**src/rtl/dmem_access_ctrl.sv**
```systemverilog
// dmem_access_ctrl
// Puts MEM-stage loads and stores onto a data memory whose latency varies,
// using a req/ack handshake. While an access is outstanding, stall_o holds
// PC, IF_ID, ID_EX and EX_MEM. A timeout bounds each access, and err_o is a
// sticky flag for timeouts and for read+write conflicts.
module dmem_access_ctrl #(
    parameter int ADDR_W  = 32,
    parameter int DATA_W  = 32,
    parameter int TIMEOUT = 15
) (
    input  logic              clk_i,
    input  logic              rst_i,
    input  logic              mem_read_i,
    input  logic              mem_write_i,
    input  logic [ADDR_W-1:0] addr_i,
    input  logic [DATA_W-1:0] wdata_i,
    output logic              stall_o,
    output logic [DATA_W-1:0] rdata_o,
    output logic              err_o,
    output logic              req_o,
    output logic              we_o,
    output logic [ADDR_W-1:0] addr_o,
    output logic [DATA_W-1:0] wdata_o,
    input  logic              ack_i,
    input  logic [DATA_W-1:0] rdata_i
);

    // The counter is wide enough to hold TIMEOUT. It stops at TIMEOUT-1,
    // so it can never wrap.
    localparam int CNT_W = (TIMEOUT < 1) ? 1 : $clog2(TIMEOUT + 1);
    localparam logic [CNT_W-1:0] CNT_LAST = CNT_W'(TIMEOUT - 1);
    localparam logic [CNT_W-1:0] CNT_ONE  = CNT_W'(1);
    localparam logic [CNT_W-1:0] CNT_ZERO = {CNT_W{1'b0}};

    typedef enum logic [1:0] {
        ST_IDLE = 2'd0,
        ST_BUSY = 2'd1,
        ST_DONE = 2'd2
    } state_t;

    state_t              state_r;
    state_t              state_s;
    logic [CNT_W-1:0]    cnt_r;
    logic [CNT_W-1:0]    cnt_s;
    logic                req_r;
    logic                req_s;
    logic                we_r;
    logic                we_s;
    logic [ADDR_W-1:0]   addr_r;
    logic [ADDR_W-1:0]   addr_s;
    logic [DATA_W-1:0]   wdata_r;
    logic [DATA_W-1:0]   wdata_s;
    logic [DATA_W-1:0]   rdata_r;
    logic [DATA_W-1:0]   rdata_s;
    logic                err_r;
    logic                err_s;
    logic                stall_s;
    logic                access_s;
    logic                conflict_s;

    assign access_s   = mem_read_i | mem_write_i;
    assign conflict_s = mem_read_i & mem_write_i;

    // Next-state and next-register logic. Every value defaults to hold.
    always_comb begin
        state_s = state_r;
        cnt_s   = cnt_r;
        req_s   = req_r;
        we_s    = we_r;
        addr_s  = addr_r;
        wdata_s = wdata_r;
        rdata_s = rdata_r;
        err_s   = err_r;
        stall_s = 1'b0;
        case (state_r)
            ST_IDLE: begin
                if (access_s) begin
                    // Stall in this same cycle. Launch the request at the next edge.
                    // When read and write are both high, the store is the one performed.
                    stall_s = 1'b1;
                    addr_s  = addr_i;
                    wdata_s = wdata_i;
                    we_s    = mem_write_i;
                    req_s   = 1'b1;
                    cnt_s   = CNT_ZERO;
                    err_s   = err_r | conflict_s;
                    state_s = ST_BUSY;
                end else begin
                    stall_s = 1'b0;
                    state_s = ST_IDLE;
                end
            end
            ST_BUSY: begin
                stall_s = 1'b1;
                if (ack_i) begin
                    // If ack and timeout arrive in the same cycle, ack wins.
                    rdata_s = we_r ? {DATA_W{1'b0}} : rdata_i;
                    req_s   = 1'b0;
                    state_s = ST_DONE;
                end else if (cnt_r == CNT_LAST) begin
                    rdata_s = {DATA_W{1'b0}};
                    err_s   = 1'b1;
                    req_s   = 1'b0;
                    state_s = ST_DONE;
                end else begin
                    cnt_s   = cnt_r + CNT_ONE;
                end
            end
            ST_DONE: begin
                // The pipeline advances here. The access still on the inputs has
                // already been served, so it is not restarted.
                stall_s = 1'b0;
                state_s = ST_IDLE;
            end
            default: begin
                stall_s = 1'b0;
                req_s   = 1'b0;
                state_s = ST_IDLE;
            end
        endcase
    end

    // FSM state register.
    always_ff @(posedge clk_i or posedge rst_i) begin
        if (rst_i) begin
            state_r <= ST_IDLE;
        end else begin
            state_r <= state_s;
        end
    end

    // Memory-side and MEM_WB-side registers plus the timeout counter.
    always_ff @(posedge clk_i or posedge rst_i) begin
        if (rst_i) begin
            cnt_r   <= CNT_ZERO;
            req_r   <= 1'b0;
            we_r    <= 1'b0;
            addr_r  <= {ADDR_W{1'b0}};
            wdata_r <= {DATA_W{1'b0}};
            rdata_r <= {DATA_W{1'b0}};
            err_r   <= 1'b0;
        end else begin
            cnt_r   <= cnt_s;
            req_r   <= req_s;
            we_r    <= we_s;
            addr_r  <= addr_s;
            wdata_r <= wdata_s;
            rdata_r <= rdata_s;
            err_r   <= err_s;
        end
    end

    // The pipeline must see stall_o in the same cycle as the access, so stall_o
    // is combinational. It is forced low while reset is asserted.
    assign stall_o = stall_s & ~rst_i;
    assign req_o   = req_r;
    assign we_o    = we_r;
    assign addr_o  = addr_r;
    assign wdata_o = wdata_r;
    assign rdata_o = rdata_r;
    assign err_o   = err_r;

endmodule
```
**config.mk**
```make
export PLATFORM = sky130hd
export DESIGN_NAME = dmem_access_ctrl
export DESIGN_NICKNAME = d
export VERILOG_FILES = /design/src/rtl/dmem_access_ctrl.sv
export SDC_FILE = /design/constraint.sdc
export NUM_CORES = 1
export LEC_CHECK = 0
export BUFFER_PORTS_ARGS = -buffer_cell sky130_fd_sc_hd__buf_2
export CORE_ASPECT_RATIO = 1.25
export CORE_UTILIZATION = 45
export DETAILED_ROUTE_END_ITERATION = 10
export PLACE_DENSITY = 0.79
export REMOVE_ABC_BUFFERS = 1
export SLEW_MARGIN = 20
export SYNTH_ARGS = -nofsm -noshare
export SYNTH_HDL_FRONTEND = slang
export SYNTH_SLANG_ARGS = --single-unit
```
**constraint.sdc**
```tcl
create_clock -name clk_i -period 3.6 [get_ports clk_i]
set_input_delay 0 -clock clk_i [delete_from_list [all_inputs] [get_ports clk_i]]
set_output_delay 0 -clock clk_i [all_outputs]
set_load 0.03 [all_outputs]
```
==> metrics.md, run 1 <==
| Metric | Value |
|---|---|
| Outcome | completed |
| CTS tree | done |
| Nets@finish | 657 |
| CP cell instances | or2_4, nor2_4, buf_12, o21a_1, buf_2 |
| Placer's final routability congestion estimate | 0.8120 |
| CTS root buf | clkbuf_8 |
| Max stage delay on crit path | 0.59 ns |
| Num ports | 201 |
| Sequential area share after synthesis | 65.77% |
| Layout cells sized above 1 | 45.08% |
| Die extent in x | 86.28 µm |
| Syn Inst Count | 253 |
| Worst path top cell family by delay | simple AND/OR/NAND/NOR gates |
| Post-CTS Hold Buffers | 100 |
| Stages on worst setup path | 5 |
| Setup Viol. Count Final | 0 |
| Critical Path Fanout Max | 43 |
| Placement row count | 38 |
| Vias per cell | 4.900 |
| PD cells | 910.1 nW/µm² |
| Vias | 3327 |
| Unrepaired setup endpoints after global routing | false |
| Cell depth of the worst flop-to-flop path | 4 |
| Worst hold path class | input port to flop |
| Slew Limit Fails | 0 |
| Slew @ Worst Pin | 0.7766 ns |
| Period utilization | 64.79% |
| Total core area | 8653 µm² |
| Min cycle time layout | 2.332 ns |
| Setup TNS | 0 ns |
| WS Path Type | flop to primary output |
| Grt total ovfl | 0 |
| Filler instances | 573 |
| WL met1 | 4144 µm |
| Clock slew at reported path FFs | 0.09 ns |
| Top Layer Used | met4 |
| Post-CTS setup buffers | 0 |
| Routed wire per std cell | 16.23 µm |
| IR drop worst, VDD | 578.5 µV |
| Die area | 9261 µm² |
| Worst path bufs/invs | 2 |
| Iteration-0 DRC Markers | 74 |
| Routed wl met2 | 5886 µm |
| Req. time, crit path | 3.60 ns |
| Slew HR | 48.23% |
| Cell leakage power | 3.109 nW |
| Largest net degree at the start of global routing | 66 |
| Area grow syn2layout | 57.78% |
| Port buffer count | 200 |
| Initial Util | 46.17% |
| Total CTS buffers | 9 |
| Seq cells post-synth | 105 |
| Endpoint class of the critical path | primary output |
| Avg Inst Size Synth | 15.79 µm² |
| Synth top area share | 65.77% |
| Hold Crit Depth | 3 |
| DR pass1 iterations | 4 |
| Arr. time, crit path | 2.33 ns |
| Htree depth | 3 |
| Vias in the first global route | 3493 |
| CTS Sinks | 105 |
| Mapped Area | 3995 µm² |
| Initial antenna violation count | 0 |
| ANT cells | 0 |
| Top post-synthesis cells by area | dfrtp_1 (66%), mux2_1 (11%), mux2_2 (7.6%), a22o_1 (7.2%), buf_6 (1.4%) |
| Synthesis warning total | 0 |
| # DRC | 0 |
| Post-synth cell types | 30 |
| CP max stage cell | nor2_4 |
| First-pass GRT wire length | 17170 µm |
| Max Clk Rate | 0.4287 GHz |
| Yosys top cell by area | dfrtp_1 |
| Skew-Pair Late Insertion Delay | 0.36 ns |
| Final core utilization | 72.85% |
| DPL Wire Length | 6283 µm |
| Die Y | 107.3 µm |
| Final Skew | 0.005449 ns |
| Antenna-violating nets left | 0 |
| Fin. Hold Viols | 0 |
| CTS resizes | 0 |
| Post-Route WL | 11020 µm |
| Met3 wire len | 745 µm |
| Critical Path Source Type | flop |
| Tot GR Track Use | 24.46% |
| Clk buf depth | 2 |
| Max-cap violations | 0 |
## stage by stage
step | worst slack [ns] | instances | cell area [µm²] | power [W] | hold slack, ns
after detailed placement | 1.481 | 562 | 5081 | 0.004852 | 0.2069
after floorplan | 0.8204 | 240 | 3894 | 0.003979 | 0.1327
after global placement | 1.537 | 562 | 5081 | 0.004764 | 0.1816
after CTS | 1.232 | 678 | 6290 | 0.005693 | 0.09404
final | 1.268 | 679 | 6304 | 0.005737 | 0.1136
after global routing | 1.125 | 679 | 6304 | 0.006035 | 0.1136
## power breakdown
part	internal [W]	switching, W
Sequential	0.00175	0.000328
Combinational	0.00104	0.00187
Clock	0.000379	0.000366
## area by class of cell
type | count | area [µm²] | area share [%]
clock inverter | 2 | 35.03 | 0.5558
sequential | 105 | 2628 | 41.68
tap | 120 | 150.1 | 2.382
multi-input combinational | 130 | 1256 | 19.93
inverter | 5 | 21.27 | 0.3374
timing repair buffer | 303 | 2041 | 32.37
clock buffer | 14 | 172.7 | 2.739
## cell usage in the layout, fill, tap and decap left out, types with 2 or more instances in the layout
cell type,synthesis,routed
buf_2,6,200
dfrtp_1,105,105
dlygate4sd3_1,0,100
mux2_1,38,38
a22o_1,33,33
mux2_2,27,27
clkbuf_8,0,12
inv_1,5,4
nand3_1,3,3
nand2b_1,2,2
o21a_1,2,2
nor2_1,2,2
o21ai_0,2,2
nand4_1,2,2
a21oi_1,2,2
ha_1,2,2
clkbuf_1,0,2
## registers in the layout, summed over array words and instances (netlist names)
signal,cells
addr_o,32
cnt_r,4
err_o,1
rdata_o,32
req_o,1
state_r,2
wdata_o,32
we_o,1
## worst min-delay path, stage by stage
cell	delay, ns
buf_2	0.11
nor2_2	0.06
o22ai_2	0.22
## final timing paths
path | from | to | slack [ns]
hold reg to reg | err_o | err_o | 0.47
min in group asynchronous | rst_i | addr_o[13] | 0.33
hold / removal | mem_read_i | state_r[0] | 0.11
setup / recovery | state_r[0] | stall_o | 1.27
max in group asynchronous | rst_i | wdata_o[7] | 2.26
setup reg to reg | state_r[0] | wdata_o[18] | 1.46
## per-layer routing
layer	vias to the layer above	GRT usage (%)
met4	0	10.95
met3	19	4.525
met2	152	44.78
li1	1523	-
met1	1633	27.29
met5	-	0
## Yosys cell counts
library cell  number
dfrtp_1          105
mux2_1            38
a22o_1            33
mux2_2            27
buf_2              6
buf_6              5
inv_1              5
nand3_1            3
a21oi_1            2
buf_4              2
ha_1               2
nand2_1            2
nand2b_1           2
nand4_1            2
nor2_1             2
o21a_1             2
o21ai_0            2
a21o_1             1
a31o_2             1
a31oi_1            1
and2b_1            1
nor2_2             1
nor2_4             1
nor3b_2            1
o211ai_1           1
o221ai_1           1
o22ai_1            1
o22ai_2            1
or2_4              1
or4_1              1
## kinds of logic after synthesis
| family | count (synthesis) | synth area share, % |
|---|---|---|
| buf+inv | 18 | 3.006 |
| fa+ha+maj | 2 | 0.6263 |
| flops | 105 | 65.77 |
| simple gates | 17 | 2.725 |
| compound gates | 46 | 9.552 |
| mux | 65 | 18.32 |
Power figures use the tool's default switching activity.
==> run 2: changes to the inputs <==
clock period = 2.3 ns   (was 3.6 ns; I/O delays follow)
==> metrics.md, run 2 (synthesized netlist as in run 1, its figures left out) <==
| Metric | Value |
|---|---|
| Cell leakage power | 3.118 nW (+0.29%) |
| Period utilization | 86.43% |
| CTS tree | done |
| CTS Sinks | 105 (unchanged) |
| Iteration-0 DRC Markers | 62 (-16%) |
| CP Capture Point | stall_o |
| Post-Route WL | 11260 µm (+2.1%) |
| Slew Limit Fails | 0 (unchanged) |
| Slew @ Worst Pin | 0.5352 ns (-0.2414 ns) |
| DPL Wire Length | 6140 µm (-2.3%) |
| Total CTS buffers | 9 (unchanged) |
| Die extent in x | 86.28 µm (unchanged) |
| Vias | 3347 (+0.60%) |
| CTS resizes | 0 (unchanged) |
| WS Path Type | flop to primary output |
| Tot GR Track Use | 25.52% (+1.1 points) |
| Critical Path Fanout Max | 42 (-2.3%) |
| Max Clk Rate | 0.5030 GHz |
| Clock slew at reported path FFs | 0.09 ns (about the same) |
| Initial antenna violation count | 0 (unchanged) |
| Num ports | 201 (unchanged) |
| Setup Viol. Count Final | 0 (unchanged) |
| Most frequent cells in the layout | buf_2 (200), dfrtp_1 (105), dlygate4sd3_1 (100) |
| Worst path bufs/invs | 2 (unchanged) |
| Skew-Pair Late Insertion Delay | 0.35 ns (about the same) |
| Clk buf depth | 2 (unchanged) |
| Vias per cell | 4.915 (+0.31%) |
| Die Y | 107.3 µm (unchanged) |
| Worst hold path class | input port to flop |
| CP cell instances | or2_4, nor2_4, buf_4, o21a_1, buf_2 |
| Endpoint class of the critical path | primary output |
| Cell depth of the worst flop-to-flop path | 4 (unchanged) |
| Placement row count | 38 (unchanged) |
| Multi-input logic area | 1254 µm² (-0.20%) |
| Total core area | 8653 µm² (unchanged) |
| Max-cap violations | 0 (unchanged) |
| First-pass GRT wire length | 17770 µm (+3.5%) |
| Arr. time, crit path | 1.99 ns (-0.34 ns) |
| CP max stage cell | buf_4 |
| Req. time, crit path | 2.30 ns (-1.30 ns) |
| Layout cells sized above 1 | 45.28% (+0.20 points) |
| IR drop worst, VDD | 930.4 µV (+61%) |
| Unrepaired setup endpoints after global routing | false |
| Fin. Hold Viols | 0 (unchanged) |
| Dpl cell area | 5111 µm² (+0.59%) |
| Worst path top cell family by delay | buffers and inverters |
| Largest net degree at the start of global routing | 55 (-17%) |
| CTS root buf | clkbuf_8 |
| Htree depth | 3 (unchanged) |
| Worst flop-to-flop path startpoint | state_r[0] |
| Port buffer count | 200 (unchanged) |
| Vias in the first global route | 3607 (+3.3%) |
| Initial Util | 46.17% (unchanged) |
| ANT cells | 0 (unchanged) |
| Worst reg2reg setup slack | 0.48 ns (-0.98 ns) |
| Most common cell after layout, fill and taps aside | buf_2 |
| Antenna-violating nets left | 0 (unchanged) |
| Die area | 9261 µm² (unchanged) |
| Max stage delay on crit path | 0.45 ns (-0.14 ns) |
| Slew HR | 64.32% (+16 points) |
| Final core utilization | 72.89% (about the same) |
| Grt total ovfl | 0 (unchanged) |
| PD cells | 1422 nW/µm² (+56%) |
| Post-CTS setup buffers | 0 (unchanged) |
| Design Area, Final | 6307 µm² (about the same) |
| Routed wire per std cell | 16.53 µm (+1.8%) |
| Placer's final routability congestion estimate | 0.8133 (+0.16%) |
| Outcome | completed |
| Critical path origin | state_r[0] |
| Overall Power | 0.008968 W (+56%) |
| Worst Hold Margin | 0.08155 ns (-0.03203 ns) |
| Sequential Area | 2628 µm² (unchanged) |
| Critical Path Source Type | flop |
| # DRC | 0 (unchanged) |
| Final Skew | 0.005896 ns (+0.0004478 ns) |
| Nets@finish | 660 (+0.46%) |
| Min cycle time layout | 1.988 ns |
| Filler instances | 556 (-3.0%) |
| DR pass1 iterations | 4 (unchanged) |
| FF-to-FF End | addr_o[30] |
| Area grow syn2layout | 57.88% (about the same) |
| Stages on worst setup path | 5 (unchanged) |
| Setup TNS | 0 ns (unchanged) |
run 2: worst register-to-register path, stage by stage (launching register included):
cell and delay, ns:
dfrtp_1 0.44, or2_4 0.28, nor2_4 0.11, buf_4 0.45
mux2_2 0.42
run 2: timing repair:
item / 4_1_cts / 5_1_grt
setup endpoints to repair: 0 / 0
hold buffers: 100 / 0
hold endpoints to repair: 203 / 0
run 2: cell type report:
type                       instances  share of cell area [%]
clock inverter                     3                  0.6348
sequential                       105                   41.66
multi-input combinational        130                   19.88
clock buffer                      12                   2.460
tap                              120                   2.380
timing repair buffer             306                   32.65
inverter                           5                  0.3372
run 2: power breakdown:
part | switching [W] | internal [W]
Sequential | 0.000512 | 0.00274
Combinational | 0.00295 | 0.00163
Clock | 0.000579 | 0.000554
Total | 0.00404 | 0.00493
run 2: worst min path at each step:
stage               start    endpoint  slack [ns]  cells past startpoint
2_1_floorplan  rdata_i[0]  rdata_o[0]        0.13                      1
3_5_place_dp        rst_i  wdata_o[3]       -0.08                      2
4_1_cts        mem_read_i       err_o        0.06                      4
6_report       mem_read_i       err_o        0.08                      4
3_3_place_gp        rst_i   addr_o[9]       -0.09                      2
5_1_grt        mem_read_i       err_o        0.07                      4
run 2: routing by layer:
layer	part of all wire [%]	track usage, %	wire, µm	vias to the layer above
met2	53	46.15	5957	172
met3	6.9	4.831	772	34
met5	0	0	0	-
li1	-	-	-	1525
met4	3.6	14.88	410	0
met1	37	27.46	4114	1616
run 2: through the flow:
stage | std cells | setup slack (ns)
6_report | 681 | 0.3120
5_1_grt | 681 | 0.1834
4_1_cts | 681 | 0.2814
3_5_place_dp | 566 | 0.5234
3_3_place_gp | 566 | 0.5669
2_1_floorplan | 240 | -0.4796
